<file path="config.mk">
export PLATFORM = sky130hd
export DESIGN_NAME = mac_operand_sequencer_flat
export DESIGN_NICKNAME = d
export VERILOG_FILES = /design/src/rtl/mac_operand_sequencer_if.sv /design/src/rtl/mac_operand_sequencer.sv /design/src/flat_wrapper.sv
export SDC_FILE = /design/constraint.sdc
export NUM_CORES = 1
export LEC_CHECK = 0
export CELL_PAD_IN_SITES_DETAIL_PLACEMENT = 1
export CELL_PAD_IN_SITES_GLOBAL_PLACEMENT = 1
export CORE_UTILIZATION = 28
export DETAILED_ROUTE_END_ITERATION = 10
export HOLD_SLACK_MARGIN = 0.02
export PLACE_DENSITY = 0.86
export SYNTH_ARGS = -nofsm -noshare
export SYNTH_HDL_FRONTEND = slang
export SYNTH_SLANG_ARGS = --single-unit
export TNS_END_PERCENT = 10
</file>
<file path="constraint.sdc">
create_clock -name clk -period 6.13 [get_ports clk]
set_input_delay 1.226 -clock clk [delete_from_list [all_inputs] [get_ports clk]]
set_output_delay 1.226 -clock clk [all_outputs]
set_load 0.01 [all_outputs]
</file>
<file path="src/rtl/mac_operand_sequencer_if.sv">
// mac_operand_sequencer_if
//   Bundles the operand sequencer's SRAM read ports and its MAC feed.
//   master : the sequencer (drives read enables/addresses and the MAC operands)
//   slave  : the SRAM/MAC side (returns read data, consumes the MAC operands)
//   Signals:
//     if_rd_en/if_rd_addr/if_rd_data  ifmap SRAM read port (data one cycle after enable)
//     w_rd_en/w_rd_addr/w_rd_data     weight SRAM read port (data one cycle after enable)
//     mac_ifmap/mac_weights           operands presented to the MAC
//     mac_en/mac_lastdata             MAC accumulate enable and final-pair flag
interface mac_operand_sequencer_if #(
   parameter int DATA_W = 32,
   parameter int ADDR_W = 10
);
   logic              if_rd_en;
   logic [ADDR_W-1:0] if_rd_addr;
   logic [DATA_W-1:0] if_rd_data;
   logic              w_rd_en;
   logic [ADDR_W-1:0] w_rd_addr;
   logic [DATA_W-1:0] w_rd_data;
   logic [DATA_W-1:0] mac_ifmap;
   logic [DATA_W-1:0] mac_weights;
   logic              mac_en;
   logic              mac_lastdata;

   modport master (
      output if_rd_en, if_rd_addr, w_rd_en, w_rd_addr,
      input  if_rd_data, w_rd_data,
      output mac_ifmap, mac_weights, mac_en, mac_lastdata
   );

   modport slave (
      input  if_rd_en, if_rd_addr, w_rd_en, w_rd_addr,
      output if_rd_data, w_rd_data,
      input  mac_ifmap, mac_weights, mac_en, mac_lastdata
   );
endinterface

</file>
<file path="src/rtl/mac_operand_sequencer.sv">
// mac_operand_sequencer
//   Feeds a 32-bit MAC with one dot product per start command. Reads vec_len
//   element pairs from the ifmap and weight SRAMs (1-cycle synchronous reads) and
//   forwards the returned data to the MAC with en/lastdata, then pulses done once
//   the MAC accumulation holds the result.
//   Ports:
//     clk, reset        clock and synchronous active-high reset
//     start             command strobe, only looked at while idle
//     if_base, w_base   first ifmap/weight addresses (wrap modulo 2**ADDR_W)
//     vec_len           number of element pairs, 0 = no-op command
//     hold              stall: no new read is issued this cycle
//     busy, done        status; done is a one-cycle pulse
//     bus               SRAM read ports and MAC feed (master side)
module mac_operand_sequencer #(
   parameter int DATA_W = 32,
   parameter int ADDR_W = 10,
   parameter int LEN_W  = 10
) (
   input  logic              clk,
   input  logic              reset,
   input  logic              start,
   input  logic [ADDR_W-1:0] if_base,
   input  logic [ADDR_W-1:0] w_base,
   input  logic [LEN_W-1:0]  vec_len,
   input  logic              hold,
   output logic              busy,
   output logic              done,
   mac_operand_sequencer_if.master bus
);

   typedef enum logic [1:0] {IDLE, ISSUE, DRAIN, DONE} state_t;

   state_t            state;
   state_t            stateNext;
   logic [LEN_W-1:0]  idx;
   logic [LEN_W-1:0]  lenQ;
   logic [ADDR_W-1:0] ifBaseQ;
   logic [ADDR_W-1:0] wBaseQ;
   logic              rdEn;
   logic              isLast;
   logic              macEn;
   logic              macLast;

   assign isLast = (idx == (lenQ - LEN_W'(1)));

   // State register plus the command latches, read index and the registered
   // MAC controls. mac_en is simply the previous cycle's read enable, which lines
   // it up with the SRAM data; lastdata follows the read tagged as final.
   always_ff @(posedge clk) begin
      if (reset) begin
         state   <= IDLE;
         idx     <= '0;
         lenQ    <= '0;
         ifBaseQ <= '0;
         wBaseQ  <= '0;
         macEn   <= 1'b0;
         macLast <= 1'b0;
      end else begin
         state   <= stateNext;
         macEn   <= rdEn;
         macLast <= rdEn && isLast;
         if (state == IDLE && start && vec_len != '0) begin
            ifBaseQ <= if_base;
            wBaseQ  <= w_base;
            lenQ    <= vec_len;
            idx     <= '0;
         end else if (rdEn) begin
            idx <= idx + LEN_W'(1);
         end
      end
   end

   // Next-state and read issue. A zero-length command still passes through
   // DRAIN (with nothing in flight) so that done always lands N+2 cycles after
   // start is sampled, including N=0.
   always_comb begin
      stateNext = state;
      rdEn      = 1'b0;
      case (state)
         IDLE: begin
            if (start) begin
               stateNext = (vec_len != '0) ? ISSUE : DRAIN;
            end
         end
         ISSUE: begin
            if (!hold) begin
               rdEn = 1'b1;
               if (isLast) begin
                  stateNext = DRAIN;
               end
            end
         end
         DRAIN: begin
            stateNext = DONE;
         end
         DONE: begin
            stateNext = IDLE;
         end
         default: begin
            stateNext = IDLE;
         end
      endcase
   end

   // Addresses are base+idx and wrap silently; during a hold idx is frozen so
   // the address stays put until the read is actually issued.
   assign bus.if_rd_en     = rdEn;
   assign bus.w_rd_en      = rdEn;
   assign bus.if_rd_addr   = ifBaseQ + ADDR_W'(idx);
   assign bus.w_rd_addr    = wBaseQ + ADDR_W'(idx);
   assign bus.mac_en       = macEn;
   assign bus.mac_lastdata = macLast;
   assign bus.mac_ifmap    = macEn ? bus.if_rd_data : '0;
   assign bus.mac_weights  = macEn ? bus.w_rd_data : '0;

   assign busy = (state != IDLE);
   assign done = (state == DONE);

endmodule

</file>
<file path="src/flat_wrapper.sv">
// flat-port wrapper written by rule: the top's interface ports become plain ports
module mac_operand_sequencer_flat 
#(
   parameter int DATA_W = 32,
   parameter int ADDR_W = 10,
   parameter int LEN_W  = 10
)
  (clk, reset, start, if_base, w_base, vec_len, hold, busy, done, bus_if_rd_en, bus_if_rd_addr, bus_w_rd_en, bus_w_rd_addr, bus_if_rd_data, bus_w_rd_data, bus_mac_ifmap, bus_mac_weights, bus_mac_en, bus_mac_lastdata);
  mac_operand_sequencer_if #(.DATA_W(DATA_W), .ADDR_W(ADDR_W)) bus_i ();
  input  logic clk;
  input  logic reset;
  input  logic start;
  input  logic [ADDR_W-1:0] if_base;
  input  logic [ADDR_W-1:0] w_base;
  input  logic [LEN_W-1:0] vec_len;
  input  logic hold;
  output logic busy;
  output logic done;
  output wire logic [$bits(bus_i.if_rd_en)-1:0] bus_if_rd_en;
  output wire logic [$bits(bus_i.if_rd_addr)-1:0] bus_if_rd_addr;
  output wire logic [$bits(bus_i.w_rd_en)-1:0] bus_w_rd_en;
  output wire logic [$bits(bus_i.w_rd_addr)-1:0] bus_w_rd_addr;
  input wire logic [$bits(bus_i.if_rd_data)-1:0] bus_if_rd_data;
  input wire logic [$bits(bus_i.w_rd_data)-1:0] bus_w_rd_data;
  output wire logic [$bits(bus_i.mac_ifmap)-1:0] bus_mac_ifmap;
  output wire logic [$bits(bus_i.mac_weights)-1:0] bus_mac_weights;
  output wire logic [$bits(bus_i.mac_en)-1:0] bus_mac_en;
  output wire logic [$bits(bus_i.mac_lastdata)-1:0] bus_mac_lastdata;
  assign bus_if_rd_en = bus_i.if_rd_en;
  assign bus_if_rd_addr = bus_i.if_rd_addr;
  assign bus_w_rd_en = bus_i.w_rd_en;
  assign bus_w_rd_addr = bus_i.w_rd_addr;
  assign bus_i.if_rd_data = bus_if_rd_data;
  assign bus_i.w_rd_data = bus_w_rd_data;
  assign bus_mac_ifmap = bus_i.mac_ifmap;
  assign bus_mac_weights = bus_i.mac_weights;
  assign bus_mac_en = bus_i.mac_en;
  assign bus_mac_lastdata = bus_i.mac_lastdata;
  mac_operand_sequencer #(.DATA_W(DATA_W), .ADDR_W(ADDR_W), .LEN_W(LEN_W)) u_core (.clk(clk), .reset(reset), .start(start), .if_base(if_base), .w_base(w_base), .vec_len(vec_len), .hold(hold), .busy(busy), .done(done), .bus(bus_i));
endmodule
</file>
==> results.cfg, run 1 <==
[power_and_ir_drop]
ir_worst_vdd_uv = 269.5
power.density_nw_per_um2 = 234.4
p_leak_nw = 2.110

[yosys]
synth_edf_count = 0
synth-main-ff-cell = dfxtp_1
synth_area_leaders = dfxtp_1, and2_1, ha_1, nand2_1, a21oi_1
yosysTopAreaCellShare_pct = 27.71
syn_area_um2 = 3179
synthesis.nets = 543
yosysWarnings = 0
synth_seq_cells = 44
yosysTopAreaCell = dfxtp_1
synth_cell_types = 45
syn_inst = 418
synth_commonest_cells = nand2_1, and2_1, dfxtp_1, a21oi_1
async_flop_share_pct = 0
synth.most_common_cell = nand2_1
yosysSeqAreaShare_pct = 27.71
syn_avg_cell_area_um2 = 7.606

[global_routing]
globalRouteTotalUtil_pct = 19.13
grt_max_degree = 66
antenna_found_initial = 0
grt_pass1_wl_mm = 17.61
grt_pass1_vias = 3645
grt_overflow = 0

[timing]
worst_pin_slew_ns = 1.051
rsz0062_at_grt = no
final.setup.worst_slack_ns = 1.720
relSlewSlack_pct = 29.96
fin_crit_sh_pct = 71.94
setup_viol = 0
timing.setup.tns_ns = 0
fmax_ghz = 0.2268
hold_viol_final = 0
period_needed_ns = 4.410
slew_violations = 0
skew_ns = 0.003805

[hold_path]
hp-class = register to register
min_from = u_core.wBaseQ[8]

[clock_network]
numCtsBuffers = 5
htree_levels = 2
cts-root-buf = clkbuf_16
clk_pin_slew_worst_paths_ns = 0.06
clk_latency_ns = 0.28
clock_path_buffers = 2
cts-hold-fix-buffers = 0
cts_tree = built
post_cts_buffers = 0
numClockSinks = 44
ctsResizeCount = 0

[flow_run]
drv_cap = 0

[status]
status = completed

[critical_path]
worstSetupPathType = register to output pin
cp_max_fo = 6
arrival_ns = 3.18
cp-start-kind = register
cp-end-kind = output pin
r2r_start = u_core.lenQ[0]
required_ns = 4.90
crit_start = u_core.idx[1]

[detailed_routing]
route.vias.total = 3508
routedWlPerCell_um = 15.65
vias_per_cell = 4.786
drt_first_pass_iters = 4
ant_nets = 0
route.detailed.drc = 0
wirelength_mm = 11.47
drt_iter0_markers = 125

[placement]
finalWeightedCongestion = 0.8634
dp_slack_ns = 2.030
place_area_um2 = 5157
dp.cells = 725
dpl.hpwl_mm = 9.530
numPortBuffers = 187

[floorplanning]
die_area_um2 = 11790
initial_core_util_pct = 29.07
rows = 38
die_w_um = 108.6
design.core.area_um2 = 10940
die_y_um = 108.6
io_pins = 188

[cells_and_area]
fin_area_um2 = 5304
multi_input_area_um2 = 2136
num-fill-cells = 1308
area_growth_pct = 66.82
post-route-util_pct = 48.50
register_area_um2 = 880.8
n_antenna_cell = 0
drive_gt1_share_pct = 2.024
nets = 717
instances_no_fill = 733
cells in the final DEF, fill, tap and decap left out, types with 3 or more instances in the layout:
cell,instances
a21o_1,4
clkbuf_16,5
inv_1,18
nand3_1,6
nor2b_1,4
a21oi_1,41
ha_1,25
nand2b_1,5
o21ai_1,4
nand4_1,6
o21ai_0,3
buf_4,3
xor2_1,18
and2_1,65
nor4_1,3
nand2_1,67
dfxtp_1,44
nor3_1,4
xnor2_1,22
nor2_1,25
clkdlybuf4s50_1,187
layer usage:
metal,track usage [%],vias to the layer above,share of wire (%)
met5,0,-,0
met4,6.274,0,1.6
met3,3.858,16,7.1
met2,37.57,120,54
met1,19.91,1646,37
li1,-,1726,-
per-stage QoR:
stage                     total power, mW  hold WS [ns]
after floorplan                    0.7143        0.4406
after global placement             0.9536        0.4507
after detailed placement           0.9828        0.4540
after CTS                           1.257        0.4623
after global routing                1.324        0.4939
final                               1.243        0.4607
layout make-up:
class | instances | share of cell area [%]
flip-flops and latches | 44 | 16.61
clock buffers | 8 | 2.760
repair buffers | 190 | 35.72
multi-input cells | 332 | 40.27
inverters | 19 | 1.345
well taps | 140 | 3.303
power breakdown:
| part | leakage (nW) | internal [mW] | switching, mW |
|---|---|---|---|
| Sequential | 0.359 | 0.330 | 0.0423 |
| Clock | 0.0712 | 0.163 | 0.107 |
| Combinational | 1.68 | 0.306 | 0.295 |
| Total | 2.11 | 0.798 | 0.445 |
sequential cells by signal, indices dropped and copies added (netlist names):
signal	cells
u_core.wBaseQ	10
u_core.bus.mac_en	1
u_core.bus.mac_lastdata	1
u_core.idx	10
u_core.lenQ	10
u_core.ifBaseQ	10
u_core.state	2
worst max-delay path, cell delays in order, from the launching register on:
cell and delay [ns]:
dfxtp_1 0.46, ha_1 0.28, a21o_1 0.18, a21oi_1 0.24
o21bai_1 0.11, a2111oi_0 0.58, o31ai_1 0.15, a21oi_1 0.20
xnor2_1 0.14, clkdlybuf4s50_1 0.56
final timing paths:
path                            slack, ns           endpoint  cells after the start
worst max-delay path                 1.72  bus_if_rd_addr[9]                      9
worst min-delay path                 0.46   u_core.wBaseQ[8]                      2
worst max register to register       3.45    u_core.state[0]                      7
worst min register to register       0.46   u_core.wBaseQ[8]                      2
cell families (layout without fill, tap and decap cells):
kind of cell             count (synthesis)  in the layout  synth area share, %
AND/OR/NAND/NOR                        195            195                31.76
XOR/XNOR                                40             40                11.02
flip-flops                              44             44                27.71
adder cells (fa/ha/maj)                 27             27                11.10
multiplexers                             1              1               0.3148
buffers and inverters                   42            217                5.116
AO/OA/AOI/OAI                           69             69                12.99
Power figures use the tool's default switching activity.
==> inputs of run 2 (changes only) <==
--- a/config.mk
+++ b/config.mk
@@ -7,10 +7,10 @@
 export LEC_CHECK = 0
 export CELL_PAD_IN_SITES_DETAIL_PLACEMENT = 1
 export CELL_PAD_IN_SITES_GLOBAL_PLACEMENT = 1
-export CORE_UTILIZATION = 28
+export CORE_UTILIZATION = 26
 export DETAILED_ROUTE_END_ITERATION = 10
 export HOLD_SLACK_MARGIN = 0.02
-export PLACE_DENSITY = 0.86
+export PLACE_DENSITY = 0.81
 export SYNTH_ARGS = -nofsm -noshare
 export SYNTH_HDL_FRONTEND = slang
 export SYNTH_SLANG_ARGS = --single-unit
==> constraint.sdc (replaced) <==
create_clock -name clk -period 4.5 [get_ports clk]
set_input_delay 0.9 -clock clk [delete_from_list [all_inputs] [get_ports clk]]
set_output_delay 0.9 -clock clk [all_outputs]
set_load 0.01 [all_outputs]
==> run 2 against run 1 <==
  * Sequential share of layout area is 0.062 points lower
  * Die area is 7.5% higher
  * Global-route usage is 1.3 points lower
  * Final cell count is 1.1% higher
  * Core utilization is 4.0 points lower
  * First-iteration DRC count is 43% lower
==> results.cfg, run 2 (same netlist as run 1, synthesis figures left out) <==
[floorplanning]
design.core.area_um2 = 11960
initial_core_util_pct = 26.58
io_pins = 188
rows = 40
die_y_um = 112.6
die_area_um2 = 12670
die_w_um = 112.6

[critical_path]
r2r_start = u_core.lenQ[0]
required_ns = 3.60
worstSetupPathType = register to output pin
reg2reg_slack_ns = 1.80
cp-start-kind = register
arrival_ns = 3.21
crit_start = u_core.idx[1]
cp-end-kind = output pin
crit_chain = ha_1, a21o_1, a21oi_1, o21bai_1, a2111oi_0, o31ai_1, a21oi_1, xnor2_1, clkdlybuf4s50_1
critPathTopFamily = compound AO/OA/AOI/OAI gates
path_buf_inv = 1
cpMostUsedCell = a21oi_1
cp_max_fo = 6
critPathMaxStageDelay_ns = 0.62
crit_path_top_delay_cell = a2111oi_0
ff2ff_path_depth = 7
reg2reg_to = u_core.state[0]

[hold_path]
hp-class = register to register
min_from = u_core.wBaseQ[5]
min_to = u_core.wBaseQ[5]
min_path_cells = 2

[timing]
skew_ns = 0.005531
worst_pin_slew_ns = 1.087
hold_viol_final = 0
setup_viol = 0
slew_violations = 0
fin_crit_sh_pct = 91.40
rsz0062_at_grt = no
relSlewSlack_pct = 27.52
fmax_ghz = 0.2431
period_needed_ns = 4.113
hold_slack_ns = 0.4626
timing.setup.tns_ns = 0

[placement]
dp.cells = 733
dpl.hpwl_mm = 9.609
finalWeightedCongestion = 0.8274
numPortBuffers = 187

[global_routing]
grt_max_degree = 66
grt_overflow = 0
grt_pass1_vias = 3653
busiest_layer = met2
globalRouteTotalUtil_pct = 17.88
grt_util_met1_pct = 18.98
antenna_found_initial = 0
use_met2_pct = 35.02
grt_util_met3_pct = 3.564
grt_pass1_wl_mm = 18.04

[power_and_ir_drop]
comb_power_share_pct = 48.5
netSwitchingFraction_pct = 35.60
power.density_nw_per_um2 = 317.9
ir_worst_vdd_uv = 288.2
p_leak_nw = 2.115
p_int_mw = 1.090
p_sw_mw = 0.6025
clkPwrFrac_pct = 21.6
finalPower_mw = 1.692
power_frac_seq_pct = 29.9

[flow_run]
drv_cap = 0

[detailed_routing]
ant_nets = 0
routedWlPerCell_um = 15.53
wirelength_mm = 11.51
drt_first_pass_iters = 4
vias_per_cell = 4.734
drt_iter0_markers = 71
route.vias.total = 3508
route.detailed.drc = 0

[cells_and_area]
instances_no_fill = 741
final_common_cell = clkdlybuf4s50_1
area_growth_pct = 67.45
drive_gt1_share_pct = 2.357
nets = 718
final_cell_mix = clkdlybuf4s50_1, nand2_1, and2_1
n_antenna_cell = 0

[status]
status = completed

[clock_network]
clk_latency_ns = 0.28
cts-root-buf = clkbuf_16
numClockSinks = 44
post_cts_buffers = 0
numCtsBuffers = 5
cts_tree = built
htree_levels = 2
clock_path_buffers = 2
clk_pin_slew_worst_paths_ns = 0.06
ctsResizeCount = 0
cts-hold-fix-buffers = 0
==> run 2: power groups by stage <==
| stage | combinational (mW) | clock [mW] | sequential, mW |
|---|---|---|---|
| after floorplan | 0.476 | 0 | 0.497 |
| after global placement | 0.797 | 0 | 0.511 |
| after detailed placement | 0.827 | 0 | 0.514 |
| after CTS | 0.835 | 0.371 | 0.507 |
| after global routing | 0.902 | 0.390 | 0.516 |
| final | 0.820 | 0.366 | 0.506 |
==> run 2: layout make-up <==
cell class	instances	area [um2]
sequential	44	880.8
timing repair buffer	191	1902
fill	1456	6638
multi-input combinational	332	2136
inverter	19	71.32
clock buffer	7	142.6
tap	147	183.9
clock inverter	1	7.507
==> run 2: through the flow <==
stage,util [%],setup slack [ns],cell area (um2)
2_1_floorplan,-,1.524,3179
3_3_place_gp,43.25,0.8539,5174
3_5_place_dp,43.25,0.6344,5174
4_1_cts,44.51,0.3435,5324
5_1_grt,44.51,0.1943,5324
6_report,44.51,0.3869,5324
==> run 2: worst max path at each step <==
stage	end	slack [ns]	cells after the start
2_1_floorplan	bus_if_rd_addr[9]	1.52	8
3_3_place_gp	bus_if_rd_addr[9]	0.85	9
3_5_place_dp	bus_if_rd_addr[9]	0.63	9
4_1_cts	bus_if_rd_addr[9]	0.34	9
5_1_grt	bus_if_rd_addr[9]	0.19	9
6_report	bus_if_rd_addr[9]	0.39	9
==> run 2: worst register-to-register path: cells and delay by family (launching register included) <==
| kind | cells | cell delay (ns) |
|---|---|---|
| flops | 1 | 0.37 |
| compound gates | 2 | 0.55 |
| simple gates | 4 | 1.55 |
| xor+xnor | 1 | 0.14 |
==> run 2: routing by layer <==
layer	up-vias	part of all wire, %
met5	-	0
met4	0	2.0
met3	14	5.2
met2	116	54
met1	1649	39
li1	1729	-
==> patch: new RTL, config.mk and constraints of run 1 <==
Register the inputs `start`, `if_base`, `w_base`, `vec_len` and `hold` before use, cleared by the reset. The logic sees them one clock later. The other inputs are not delayed to match. Comments in the files are not updated.
--- a/src/rtl/mac_operand_sequencer.sv
+++ b/src/rtl/mac_operand_sequencer.sv
@@ -30,6 +30,28 @@
 
    typedef enum logic [1:0] {IDLE, ISSUE, DRAIN, DONE} state_t;
 
+   logic start_q;
+   logic [ADDR_W-1:0] if_base_q;
+   logic [ADDR_W-1:0] w_base_q;
+   logic [LEN_W-1:0] vec_len_q;
+   logic hold_q;
+
+   always_ff @(posedge clk) begin
+      if (reset) begin
+         start_q   <= '0;
+         if_base_q <= '0;
+         w_base_q  <= '0;
+         vec_len_q <= '0;
+         hold_q    <= '0;
+      end else begin
+         start_q   <= start;
+         if_base_q <= if_base;
+         w_base_q  <= w_base;
+         vec_len_q <= vec_len;
+         hold_q    <= hold;
+      end
+   end
+
    state_t            state;
    state_t            stateNext;
    logic [LEN_W-1:0]  idx;
@@ -59,10 +81,10 @@
          state   <= stateNext;
          macEn   <= rdEn;
          macLast <= rdEn && isLast;
-         if (state == IDLE && start && vec_len != '0) begin
-            ifBaseQ <= if_base;
-            wBaseQ  <= w_base;
-            lenQ    <= vec_len;
+         if (state == IDLE && start_q && vec_len_q != '0) begin
+            ifBaseQ <= if_base_q;
+            wBaseQ  <= w_base_q;
+            lenQ    <= vec_len_q;
             idx     <= '0;
          end else if (rdEn) begin
             idx <= idx + LEN_W'(1);
@@ -78,12 +100,12 @@
       rdEn      = 1'b0;
       case (state)
          IDLE: begin
-            if (start) begin
-               stateNext = (vec_len != '0) ? ISSUE : DRAIN;
+            if (start_q) begin
+               stateNext = (vec_len_q != '0) ? ISSUE : DRAIN;
             end
          end
          ISSUE: begin
-            if (!hold) begin
+            if (!hold_q) begin
                rdEn = 1'b1;
                if (isLast) begin
                   stateNext = DRAIN;
Check against the original RTL: not equivalent (a bounded check fails within 4 cycles, from zero or initial values and one cycle with reset high).
==> patch against run 1 <==
- first-iteration DRC count fell by 28%
- worst setup slack improved by 130 ps
- clock skew grew 4.0 ps
- highest routed layer unchanged
- largest power group is now clock
- global-route usage decreased by 1.2 points
- design area up 21%
- power up 27%
- area after synthesis is 28% higher
- sequential cell count rose by 32
- die area up 27%
- final cell count is 16% higher
- largest cell class unchanged
- via count rose by 14%
- clock power grew 120%
- count of clock-buffer cells in the layout rose by 1
- wire length increased by 21%
==> patch: results (changes against run 1) <==
status: "finished, final reports clean"
power.leakage_nw: 2.514  # +19%
irDropWorstVdd_v: 0.0001667  # -38%
grt_use_total_pct: 17.97  # -1.2 points
yosysUniqueCellTypes: 41  # -8.9%
syn_nets: 610  # +12%
synth_fa_ha_area_share_pct: 8.688  # -2.4 points
period_needed_ps: 4281  # -128.6 ps
critical-path-slowest-cell: "clkdlybuf4s50_1"
cts_inserted_buffers: 9  # +4
grt_pass1_vias: 4029  # +11%
grt_pass1_wl_um: 20410  # +16%
yosysSeqAreaShare_pct: 37.46  # +9.8 points
holdWs_ps: 438.3  # -22.43 ps
hpwlAfterDp_um: 10900  # +14%
dp.cells: 830  # +14%
drt-initial-drc-count: 90  # -28%
via_per_inst: 4.734  # -1.1%
wl_met1_um: 5321  # +24%
avgSynthCellArea_sq_um: 8.374  # +10%
clock_skew_ps: 7.799  # +3.994 ps
layout.nets: 786  # +9.6%
synth-compound-area-share_pct: 10.60  # -2.4 points
p_seq_uw: 554  # +49%
pwr-share-seq_pct: 35.0  # +5.1 points
clock_latency_ps: 340  # +60 ps
place_congestion: 0.8591  # -0.50%
relSlewSlack_pct: 17.25  # -13 points
-- patch: cell types whose count changed after synthesis, sizes merged, moves of 3 or more --
cell   change
xnor2      -3
nor2b     +34
inv        -3
dfxtp     +32
nor3       +5
nand2      +3
-- patch: worst paths after layout --
check | start | cells after the start | endpoint
worst max register to register | u_core.vec_len_q[3] | 5 | u_core.idx[0]
worst max-delay path | u_core.idx[0] | 11 | bus_if_rd_addr[8]
worst min-delay path | u_core.w_base_q[5] | 2 | u_core.wBaseQ[5]
worst min register to register | u_core.w_base_q[5] | 2 | u_core.wBaseQ[5]
-- patch: layout make-up --
class / instances / area share, %
repair buffers: 189 / 29.36
inverters: 15 / 0.8784
diodes: 1 / 0.03904
well taps: 180 / 3.514
clock buffers: 9 / 3.514
multi-input cells: 370 / 37.28
clock inverters: 7 / 1.679
flip-flops and latches: 76 / 23.74
-- patch: layer usage --
metal / up-vias / global-route usage, %
met1: 1891 / 18.95
met3: 21 / 2.742
li1: 1948 / -
met4: 0 / 7.774
met2: 150 / 34.80
met5: - / 0
